===== config.mk =====
export PLATFORM = sky130hd
export DESIGN_NAME = full_adder
export DESIGN_NICKNAME = d
export VERILOG_FILES = /design/src/rtl/full_adder_pkg.sv /design/src/rtl/full_adder_cell.sv /design/src/rtl/full_adder.sv
export SDC_FILE = /design/constraint.sdc
export NUM_CORES = 1
export LEC_CHECK = 0
export BUFFER_PORTS_ARGS = -buffer_cell sky130_fd_sc_hd__clkbuf_2
export CORE_AREA = 5 5 42 44
export DETAILED_ROUTE_END_ITERATION = 12
export DIE_AREA = 0 0 47 49
export GPL_ROUTABILITY_DRIVEN = 0
export PLACE_DENSITY = 0.31
export SETUP_SLACK_MARGIN = 0.3
export SLEW_MARGIN = 20
export SYNTH_ARGS = -nofsm -noshare
export SYNTH_HDL_FRONTEND = slang
export SYNTH_SLANG_ARGS = --single-unit

===== constraint.sdc =====
create_clock -name clk -period 1.1 [get_ports clk]
set_input_delay 0.165 -clock clk [delete_from_list [all_inputs] [get_ports clk]]
set_output_delay 0.165 -clock clk [all_outputs]
set_load 0.01 [all_outputs]

===== src/rtl/full_adder_pkg.sv =====
// Shared constants and the arithmetic golden model for the registered
// ripple-carry full adder.
package full_adder_pkg;

    // Default operand width: the classic 1-bit full adder.
    localparam int DEFAULT_WIDTH = 1;

    // Widest operand the reference function can handle.
    localparam int REF_MAX_W = 64;

    // Golden {cout,sum} for operands zero-extended to REF_MAX_W bits.
    // For operands narrower than W bits, bits [W:0] of the result hold
    // {cout,sum} for a W-bit add.
    function automatic logic [REF_MAX_W:0] ref_add(
        input logic [REF_MAX_W-1:0] a,
        input logic [REF_MAX_W-1:0] b,
        input logic                 c
    );
        return {1'b0, a} + {1'b0, b} + {{REF_MAX_W{1'b0}}, c};
    endfunction

endpackage


===== src/rtl/full_adder_cell.sv =====
// Purely combinational 1-bit full-adder cell, one link of the ripple chain.
module full_adder_cell (
    input  logic a,
    input  logic b,
    input  logic ci,
    output logic s,
    output logic co
);

    // Sum is the parity of the three inputs. Carry is their majority.
    assign s  = a ^ b ^ ci;
    assign co = (a & b) | (a & ci) | (b & ci);

endmodule


===== src/rtl/full_adder.sv =====
// Registered ripple-carry adder: {Cout,Sum} = A + B + C, one-cycle latency,
// valid-tagged, with no backpressure.
module full_adder
    import full_adder_pkg::*;
#(
    parameter int WIDTH = DEFAULT_WIDTH
) (
    input  logic             clk,
    input  logic             rst_n,
    input  logic             in_valid,
    input  logic [WIDTH-1:0] A,
    input  logic [WIDTH-1:0] B,
    input  logic             C,
    output logic [WIDTH-1:0] Sum,
    output logic             Cout,
    output logic             out_valid
);

    // carry[i] is the carry into bit i. carry[WIDTH] is the carry-out.
    logic [WIDTH:0]   carry;
    logic [WIDTH-1:0] sum_comb;

    assign carry[0] = C;

    // One cell per bit. The carry ripples from the LSB up to the MSB.
    for (genvar i = 0; i < WIDTH; i++) begin : g_cell
        full_adder_cell u_cell (
            .a  (A[i]),
            .b  (B[i]),
            .ci (carry[i]),
            .s  (sum_comb[i]),
            .co (carry[i+1])
        );
    end

    // Capture the result on accepted inputs. Otherwise hold it. Reset wins.
    always_ff @(posedge clk) begin
        // NOTE: Use non-blocking assignments for all flops so every register samples pre-edge values.
        if (!rst_n) begin
            Sum       <= '0;
            Cout      <= 1'b0;
            out_valid <= 1'b0;
        end else begin
            out_valid <= in_valid;
            if (in_valid) begin
                Sum  <= sum_comb;
                Cout <= carry[WIDTH];
            end
        end
    end

endmodule


==> metrics.log <==
INFO  metric run_status = finished, final reports clean
INFO  metric pin_count_of_the_biggest_net_entering_global_routing = 4
INFO  metric final.setup_skew = 0 ns
INFO  metric post_synth_fa_ha_maj_area_fraction = between 15 and 20%
INFO  metric cts-root-to-sink-buffers = 2
INFO  metric track_usage = 4.082%
INFO  metric clock_tree.htree_level_count = 1
INFO  metric post_synth.cell_area_avg = 13.35 µm²
INFO  metric synth_nets = 16
INFO  metric layout.cells.most_common = clkbuf_2
INFO  metric drt-wirelength-per-cell = 7.737 µm
INFO  metric timing.final.crit_share = 75.04%
INFO  metric max_cap_viol_count = 0
INFO  metric number_of_nets_at_the_end_of_the_flow = 30
INFO  metric reg2regPathDepth = 3
INFO  metric layout-area-overhead-vs-synth = 95.83%
INFO  metric fin_worst_hold_slack = 0.1797 ns
INFO  metric layout-drive-gt1-share = 68.18%
INFO  metric post_synthesis_instance_area = 120.1 µm²
INFO  metric grt_setup_unrepaired = yes
INFO  metric die_width = 47 µm
INFO  metric io_buffer_count = 8
INFO  metric multi_input_comb_area = 60.06 µm²
INFO  metric leakage = 0.1114 nW
INFO  metric fillerInstances = approximately 170
INFO  metric postSynthCellCount = 9
INFO  metric timing.final.setup_violations = 0
INFO  metric period_minus_slack = 0.8255 ns
INFO  metric worst_setup_path_endpoint = Cout
INFO  metric numClockSinks = 3
INFO  metric timing.critical_path.from_type = flop
INFO  metric grt_antenna_before_repair = 0
INFO  metric max_clock_freq = 1211 MHz
INFO  metric worst_skew_pair.late_latency = around 0.23 ns
INFO  metric hold_viol_final = 0
INFO  metric drt-pass1-iter-count = 2
INFO  metric finalWirelength = 294 µm
INFO  metric critical_path.endpoint_type = output port
INFO  metric worstReg2RegStart = Sum$_SDFFE_PN0P_
INFO  metric timing.setup.critical_path_class = flop to output port
INFO  metric timing.critical_path.buf_inv = 1
INFO  metric clockRootBuffer = clkbuf_4
INFO  metric synth_largest_type_area_fraction = 50.00%
INFO  metric synth_top_cell_by_area = dfxtp_1
INFO  metric route.detailed.vias_per_inst = 3.132
INFO  metric cp_top_family = flip-flops
INFO  metric worstSetupStartpoint = Cout$_SDFFE_PN0P_
INFO  metric reg2reg_setup_slack = approximately 0.38 ns
INFO  metric io-pin-count = 9
INFO  metric dpl_cell_area = between 150 and 200 µm²
INFO  metric synth_compound_area_share = 0%
INFO  metric clock_slew_at_the_register_clock_pins_of_the_worst_setup_and_hold_paths = around 0.03 ns
INFO  metric post_synth_and_or_nand_nor_area_fraction = about 17%
INFO  metric fin_area = between 200 and 250 µm²
INFO  metric die_height = 49 µm
INFO  metric layout.area.seq = 62.56 µm²
INFO  metric overflow = 0
INFO  metric crit_path_max_incr_delay = 0.32 ns
INFO  metric crit_arrival = 0.66 ns
INFO  metric timing.slew.headroom = 91.83%
INFO  metric drt_drc_violations_left = 0
INFO  metric setup_tns = 0 ns
INFO  metric core_region_area = approximately 1400 µm²
INFO  metric power_density = 1572 nW/µm²
INFO  metric cts_tree = built
INFO  metric synth.area.top_cells = dfxtp_1 (50%), fa_1 (17%), mux2i_1 (17%), nor2b_1 (10%), and2_2 (6.3%)
INFO  metric cp_cell_sequence = buf_6
INFO  metric cts_made_buffers = 3
INFO  metric synth_top_family_by_area = simple AND/OR/NAND/NOR gates
INFO  metric worstPathMaxFanout = 2
INFO  metric initial_utilization = roughly 8.6%
INFO  metric grt_first_pass_wirelength = 572 µm
INFO  metric ir_drop = 0.8029 mV
INFO  metric post_synth_xor_area_fraction = 0%
INFO  metric fp-row-count = 14
INFO  metric vias_in_the_first_global_route = about 140
INFO  metric min-delay-path-class = primary input to flop
INFO  metric synthMuxAreaShare = 16.67%
INFO  metric synthDistinctLibCells = 5
INFO  metric crit_slowest_cell = dfxtp_2
INFO  metric most-common-layout-cells = clkbuf_2 (4), clkbuf_4 (3), buf_6 (3)
INFO  metric slew_violations = 0
INFO  metric postSynthRegisterBits = 3
INFO  metric timing.critical_path.required = 0.94 ns
INFO  metric dieArea = 2303 µm²
INFO  metric timing_worst_slew_pin_value = 0.1192 ns
INFO  metric number_of_nets_with_antenna_violations_after_detailed_routing = 0
INFO  metric synth-seq-area-share = ~50%
INFO  metric vias = 119
INFO  metric count_of_warnings_emitted_by_yosys = 0
INFO  metric initial_drc_count = 2
INFO  metric worst-path-stages = 1
INFO  metric diodes = 0
INFO  metric timing.rr.end = Sum$_SDFFE_PN0P_
## registers in the layout (all words and copies together) (netlist names)
signal     flops
Cout           1
Sum            1
out_valid      1
## report_power, final
part	switching (mW)	leakage [nW]	total [mW]	internal [mW]
combinational	0.0193	0.0708	0.0540	0.0347
sequential	0.00474	0.0256	0.123	0.119
clock	0.0563	0.0150	0.192	0.136
total	0.0804	0.111	0.370	0.289
## cell usage after synthesis (all sizes together)
| master | count |
|---|---|
| dfxtp | 3 |
| mux2i | 2 |
| and2 | 1 |
| nor2b | 2 |
| fa | 1 |
## kinds of logic after synthesis
kind of cell,Yosys count
simple gates,3
fa+ha+maj,1
flops,3
mux,2
## layer usage
metal | track usage [%] | up-vias | routed length, µm | part of all wire, %
met3 | 6.642 | 0 | 60 | 20
met5 | 0 | - | 0 | 0
met1 | 3.947 | 55 | 101 | 34
met4 | 1.382 | 0 | 0 | 0
met2 | 4.299 | 10 | 132 | 45
li1 | - | 54 | - | -
## per-stage QoR
stage | total power, mW | worst slack, ns | util [%] | std cells
global route | 0.4046 | 0.2394 | 16.79 | 38
finish | 0.3697 | 0.2745 | 16.79 | 38
CTS | 0.3723 | 0.2466 | 15.45 | 38
floorplan | 0.1409 | 0.1916 | - | 9
detailed placement | 0.1649 | 0.04031 | 12.86 | 33
global placement | 0.1646 | 0.04907 | 12.86 | 33
## area by class of cell
| class | instances | area share [%] |
|---|---|---|
| Clock buffer | 4 | 11.17 |
| Tap cell | 16 | 8.511 |
| Sequential cell | 3 | 26.60 |
| Timing Repair Buffer | 9 | 28.19 |
| Multi-Input combinational cell | 6 | 25.53 |
## worst min path at each step
stage,start,endpoint,cells past startpoint
floorplan,rst_n,Cout$_SDFFE_PN0P_,1
global placement,rst_n,Sum$_SDFFE_PN0P_,2
detailed placement,rst_n,Sum$_SDFFE_PN0P_,2
CTS,rst_n,Sum$_SDFFE_PN0P_,2
global route,rst_n,Cout$_SDFFE_PN0P_,2
finish,rst_n,Sum$_SDFFE_PN0P_,2
## what timing repair did
action,CTS,global route
hold buffers,0,0
endpoints found under the setup margin,4,4
setup buffers,1,0
pin swaps,1,1
resized for setup,2,6
No activity file was read; power rests on OpenSTA's default activity.
